### src/rtl/master_tx_ltssm.sv
// TX-side LTSSM substate sequencer: commands the ordered-set type per substate, counts sent sets
// and reports completion to the main LTSSM. Optional EIEOS insertion: define TX_EIEOS_EN.
// Handshake: osSent, rxDone and detectDone are single-cycle pulses sampled on clk; sendOs is a level
// held high for as long as osType is being requested, and finish is a one-cycle pulse qualified by success.
module master_tx_ltssm #(
  parameter int MAXLANES        = 16,
  parameter int POLL_TS1_COUNT  = 1024,
  parameter int TS2_POST_COUNT  = 16,
  parameter int IDLE_POST_COUNT = 16,
  parameter int COUNT_W         = 11
) (
  input  logic                clk,
  input  logic                reset,
  input  logic [3:0]          substate,
  input  logic [4:0]          numberOfDetectedLanes,
  input  logic                osSent,
  input  logic                rxDone,
  input  logic                detectDone,
  input  logic                timeOut,
  output logic                sendOs,
  output logic [2:0]          osType,
  output logic                txElectricalIdle,
  output logic                detectReq,
  output logic [MAXLANES-1:0] laneEnable,
  output logic                finish,
  output logic                success,
  output logic [3:0]          exitTo,
  output logic [2:0]          state_dbg
);

  typedef enum logic [2:0] {S_START, S_LOAD, S_SEND, S_POST, S_DONE, S_FAIL} state_t;

  localparam logic [2:0] OS_NONE  = 3'd0;
  localparam logic [2:0] OS_TS1   = 3'd1;
  localparam logic [2:0] OS_TS2   = 3'd2;
  localparam logic [2:0] OS_IDLE  = 3'd3;
  localparam logic [2:0] OS_EIEOS = 3'd4;

  state_t             state;
  logic [3:0]         cur_sub;
  logic [COUNT_W-1:0] count;
  logic [COUNT_W-1:0] cnt_next;
  logic               rx_seen;
  logic               counted_pulse;
  logic               seq_done;
  logic               post_done;
  logic               to_post;

  assign state_dbg = state;

  function automatic logic [2:0] base_type(input logic [3:0] s);
    case (s)
      4'd2, 4'd4, 4'd5, 4'd6, 4'd7: base_type = OS_TS1;
      4'd3, 4'd8:                   base_type = OS_TS2;
      4'd9:                         base_type = OS_IDLE;
      default:                      base_type = OS_NONE;
    endcase
  endfunction

  function automatic logic [MAXLANES-1:0] lane_mask(input logic [4:0] w);
    logic ok;
    ok = (w == 5'd1) || (w == 5'd2) || (w == 5'd4) || (w == 5'd8) || (w == 5'd16);
    for (int i = 0; i < MAXLANES; i++) lane_mask[i] = ok && (i < int'(w));
  endfunction

`ifdef TX_EIEOS_EN
  logic [4:0] eie_cnt;
  logic       eie_en;
  // The EIEOS itself is not a counted TS1/TS2.
  assign counted_pulse = osSent && (osType != OS_EIEOS);
  assign eie_en        = (cur_sub >= 4'd2) && (cur_sub <= 4'd8);
`else
  assign counted_pulse = osSent;
`endif

  assign cnt_next = counted_pulse ? ((&count) ? count : count + COUNT_W'(1)) : count;
  assign to_post  = rxDone && ((cur_sub == 4'd3) || (cur_sub == 4'd8) || (cur_sub == 4'd9));

  always_comb begin
    seq_done = 1'b0;
    case (cur_sub)
      4'd0, 4'd4, 4'd5, 4'd6, 4'd7: seq_done = rxDone;
      4'd1:                         seq_done = detectDone;
      4'd2: seq_done = (cnt_next >= COUNT_W'(POLL_TS1_COUNT)) && (rx_seen || rxDone);
      default:                      seq_done = 1'b0;
    endcase
    post_done = (cur_sub == 4'd9) ? (cnt_next >= COUNT_W'(IDLE_POST_COUNT))
                                  : (cnt_next >= COUNT_W'(TS2_POST_COUNT));
  end

  always_ff @(posedge clk or negedge reset) begin
    if (!reset) begin
      state            <= S_START;
      cur_sub          <= 4'hF;
      count            <= '0;
      rx_seen          <= 1'b0;
      sendOs           <= 1'b0;
      osType           <= OS_NONE;
      txElectricalIdle <= 1'b1;
      detectReq        <= 1'b0;
      laneEnable       <= '0;
      finish           <= 1'b0;
      success          <= 1'b0;
      exitTo           <= 4'd0;
`ifdef TX_EIEOS_EN
      eie_cnt          <= '0;
`endif
    end else begin
      finish    <= 1'b0;
      success   <= 1'b0;
      exitTo    <= 4'd0;
      detectReq <= 1'b0;
      case (state)
        S_START: begin
          sendOs <= 1'b0;
          if (substate != cur_sub) begin
            cur_sub    <= substate;
            laneEnable <= lane_mask(numberOfDetectedLanes);
            state      <= S_LOAD;
          end
        end
        S_LOAD: begin
          count            <= '0;
          rx_seen          <= 1'b0;
          osType           <= base_type(cur_sub);
          sendOs           <= (base_type(cur_sub) != OS_NONE);
          txElectricalIdle <= (cur_sub <= 4'd1);
          detectReq        <= (cur_sub == 4'd1);
`ifdef TX_EIEOS_EN
          eie_cnt          <= '0;
`endif
          state            <= S_SEND;
        end
        S_SEND, S_POST: begin
          if (substate != cur_sub) begin
            // Substate moved under us: drop this sequence silently and reload.
            cur_sub    <= substate;
            laneEnable <= lane_mask(numberOfDetectedLanes);
            sendOs     <= 1'b0;
            state      <= S_LOAD;
          end else if (timeOut) begin
            finish           <= 1'b1;
            success          <= 1'b0;
            exitTo           <= 4'd0;
            txElectricalIdle <= 1'b1;
            sendOs           <= 1'b0;
            state            <= S_FAIL;
          end else begin
            count   <= cnt_next;
            rx_seen <= rx_seen | rxDone;
`ifdef TX_EIEOS_EN
            if (osSent) begin
              if (osType == OS_EIEOS) begin
                osType <= base_type(cur_sub);
              end else if (eie_en) begin
                if (eie_cnt == 5'd31) begin
                  eie_cnt <= '0;
                  osType  <= OS_EIEOS;
                end else begin
                  eie_cnt <= eie_cnt + 5'd1;
                end
              end
            end
`endif
            if (state == S_SEND && to_post) begin
              // A set finishing alongside rxDone is the first post-rx set.
              count <= osSent ? COUNT_W'(1) : '0;
              state <= S_POST;
`ifdef TX_EIEOS_EN
              osType  <= base_type(cur_sub);
              eie_cnt <= '0;
`endif
            end else if ((state == S_SEND && seq_done) || (state == S_POST && post_done)) begin
              finish  <= 1'b1;
              success <= 1'b1;
              exitTo  <= cur_sub + 4'd1;
              sendOs  <= 1'b0;
              state   <= S_DONE;
            end
          end
        end
        S_DONE, S_FAIL: begin
          sendOs <= 1'b0;
          state  <= S_START;
        end
        default: state <= S_START;
      endcase
    end
  end

endmodule

### config.mk
export PLATFORM = sky130hd
export DESIGN_NAME = master_tx_ltssm
export DESIGN_NICKNAME = d
export VERILOG_FILES = /design/src/rtl/master_tx_ltssm.sv
export SDC_FILE = /design/constraint.sdc
export NUM_CORES = 1
export LEC_CHECK = 0
export BUFFER_PORTS_ARGS = -buffer_cell sky130_fd_sc_hd__buf_2
export CAP_MARGIN = 10
export CORE_ASPECT_RATIO = 1.25
export CORE_MARGIN = 2
export CORE_UTILIZATION = 52
export DETAILED_ROUTE_END_ITERATION = 6
export MAX_ROUTING_LAYER = met4
export PLACE_DENSITY = 0.75
export SYNTH_ARGS = -nofsm -noshare
export SYNTH_HDL_FRONTEND = slang
export SYNTH_SLANG_ARGS = --single-unit
### constraint.sdc
create_clock -name clk -period 3.65 [get_ports clk]
set_input_delay 1.095 -clock clk [delete_from_list [all_inputs] [get_ports clk]]
set_output_delay 1.095 -clock clk [all_outputs]
set_load 0.05 [all_outputs]
==> results.cfg <==
[status]
outcome = finished clean

[cts]
postCtsSetupBuffers = 0
cts_buffers = 5
clockRootBuffer = clkbuf_8
cts_tree = built
clkLatencyLatePin_ns = 0.29
cts_sinks = 46
cts_buffer_depth = 2
path_clk_slew_ns = 0.08
hold_buffers = 0
cts-htree-levels = 2
cts_resized = 0

[setup_path]
critPathMaxFanout = 10
reg2reg_depth = 6
cp_data_required_time_ns = 3.84
cpMaxStageDelayCell = a2111oi_0
reg2reg_from = cur_sub[3]
path_class = primary input to flip-flop
cp-end-kind = flip-flop
start_kind = primary input
critical-path-max-stage-delay_ns = 0.64
cp-startpoint = osSent
crit_arrival_ns = 3.08
crit_chain = buf_2 -> nand4_1 -> a2111oi_0 -> o2bb2ai_1 -> o41ai_2 -> o31ai_2 -> and2_1

[yosys]
yosys.area.top_type = dfrtp_1
synth_area_um2 = 2510
ys_ff_latch = 46
yosys.area_share.simple = 0.211
synth_fa_ha_area_frac = 0.0299
syn_inst = 269
synth_ff_type = dfrtp_1
synth_compound_area_frac = 0.213
yosysSeqAreaShare = 0.461
synthXorXnorAreaFrac = 0.0349
synth_cell_type_count = 56
muxShareOfSynthArea = 0.00449
async_reset_ff_frac = 1.00
yosys-top-cells-count = dfrtp_1 (41), nand2_1 (26), nor2_1 (21)
ys_top_cells_by_area = dfrtp_1 (41%), dfstp_2 (5.2%), o21ai_0 (4.0%)
postSynthAreaPerCell_um2 = 9.33
synth_nets = 290
synth_top_family_by_area = compound AO/OA/AOI/OAI gates
yosys_warnings = 0
synth_edf_count = 0
synth_top_area_frac = 0.409
synth_most_common_cell = dfrtp_1

[power]
peakVddDrop_mv = 0.408
p_leak_nw = 1.46
power_density_nw_per_um2 = 657
seq_power_share = 0.400
p_comb_frac = 0.441
switching_share = 0.460
p_clk_frac = 0.159
p_int_mw = 1.00
p_switching_mw = 0.854

[die]
die_area_um2 = 5400
fp-row-count = 28
core_area_um2 = 4690
ioPinCount = 46
start_util = 0.535
die_height_um = 81.7
die_w_um = 66.1

[grt]
grt_max_degree = 47
grt-ovfl-total = 0
grt_first_pass_wirelength_mm = 9.39
grt_pass1_vias = 2067
grt_antenna_before_repair = 0
grt.total_usage = 0.232

[layout]
area_delta_synth_final_pct = 12.4
antenna_cells = 0
final_util = 0.601
seqCellArea_um2 = 1160
multiInputGateArea_um2 = 1240
fillers = 439
nNetsFinal = 329
drive_above_1_share = 0.210

[sta]
fin_setup_tns_ns = 0
max_freq_mhz = 345
rsz0062_at_grt = no
slew_viol_final = 0
worst_pin_slew_ns = 0.984
period_share = 0.794
finalCriticalPeriod_ns = 2.90
finalHoldViolations = 0
skew_ns = 0.00338
setup_viol = 0
slew_headroom = 0.344

[placed_design]
portBuffers = 44
dp_hpwl_mm = 4.01
gp_congestion = 0.946

[min_path]
hp-start = laneEnable[4]
whs_path_depth = 1
hold_class = flip-flop to flip-flop

[route]
wl_mm = 5.44
postRouteAntennaNets = 0
vias_per_cell = 5.80
num_vias = 2139
dr.pass1.iters = 4
wl_per_cell_um = 14.8
drtIter0Drc = 215
drc_errors = 0

[job]
maxCapViolations = 0
## critical path: cells and delay by family
| kind | cells | cell delay [ns] |
|---|---|---|
| AO/OA/AOI/OAI | 4 | 1.44 |
| AND/OR/NAND/NOR | 2 | 0.36 |
| buffers and inverters | 1 | 0.17 |
## power by group through the flow
| stage | sequential (mW) | combinational (mW) | clock, mW |
|---|---|---|---|
| 2_1_floorplan | 1.02 | 0.363 | 0 |
| 3_3_place_gp | 0.748 | 0.810 | 0 |
| 5_1_grt | 0.764 | 0.891 | 0.321 |
| 3_5_place_dp | 0.751 | 0.817 | 0 |
| 4_1_cts | 0.743 | 0.821 | 0.305 |
| 6_report | 0.742 | 0.818 | 0.294 |
## flip-flops by register name (all words and copies together), names as in the netlist, 2 cells and up
| name | count |
|---|---|
| count | 11 |
| exitTo | 4 |
| osType | 2 |
| state_dbg | 3 |
| laneEnable | 16 |
| cur_sub | 4 |
## per-stage QoR
stage	total power, mW	cell area, um2	setup WS [ns]	hold slack, ns	std cells
floorplan	1.38	2510	0.775	0.457	269
global placement	1.56	2740	0.540	0.457	361
detailed placement	1.57	2740	0.494	0.463	361
CTS	1.87	2820	0.802	0.482	369
global route	1.98	2820	0.549	0.489	369
finish	1.85	2820	0.753	0.475	369
## final cells by class
cell class / count / area share
Clock buffer: 8 / 0.0284
Inverter: 10 / 0.0133
Tap cell: 60 / 0.0266
Multi-Input combinational cell: 200 / 0.441
Timing Repair Buffer: 45 / 0.0807
Sequential cell: 46 / 0.410
## layout by cell type, fill, tap and decap left out, types with 4 or more instances in the layout
cell type,count
xor2_1,8
and2_1,4
and3_1,4
a21o_1,9
buf_2,44
a31oi_1,11
inv_1,10
or2_2,4
nor3_1,5
nor4_1,5
nand2_1,26
o21ai_0,20
ha_1,6
dfstp_2,5
dfrtp_1,41
o31ai_1,5
nand3_1,10
nand4_1,6
a21oi_1,9
nor2_1,21
clkbuf_8,5
## worst paths after layout
kind                                  to  slack [ns]
setup / recovery               exitTo[1]        0.75
hold / removal             laneEnable[4]        0.48
setup reg to reg               exitTo[2]        1.08
hold reg to reg            laneEnable[4]        0.48
max in group asynchronous  laneEnable[5]        2.08
min in group asynchronous       count[9]        0.95
## per-layer routing
| metal | track usage | wire [um] |
|---|---|---|
| met1 | 0.292 | 2360 |
| met3 | 0.0329 | 268 |
| met2 | 0.375 | 2720 |
| met4 | 0.0959 | 96 |
| met5 | - | 0 |
## cell families (layout without fill, tap and decap cells)
kind of cell	count (synthesis)	after routing
AOI/OAI and AO/OA	79	79
adders and majority gates	6	6
DFF	46	46
buffers and inverters	23	63
xor gates and xnor gates	10	10
muxes	1	1
and+or+nand+nor	103	103
other	1	1
No activity file was read; power rests on OpenSTA's default activity.
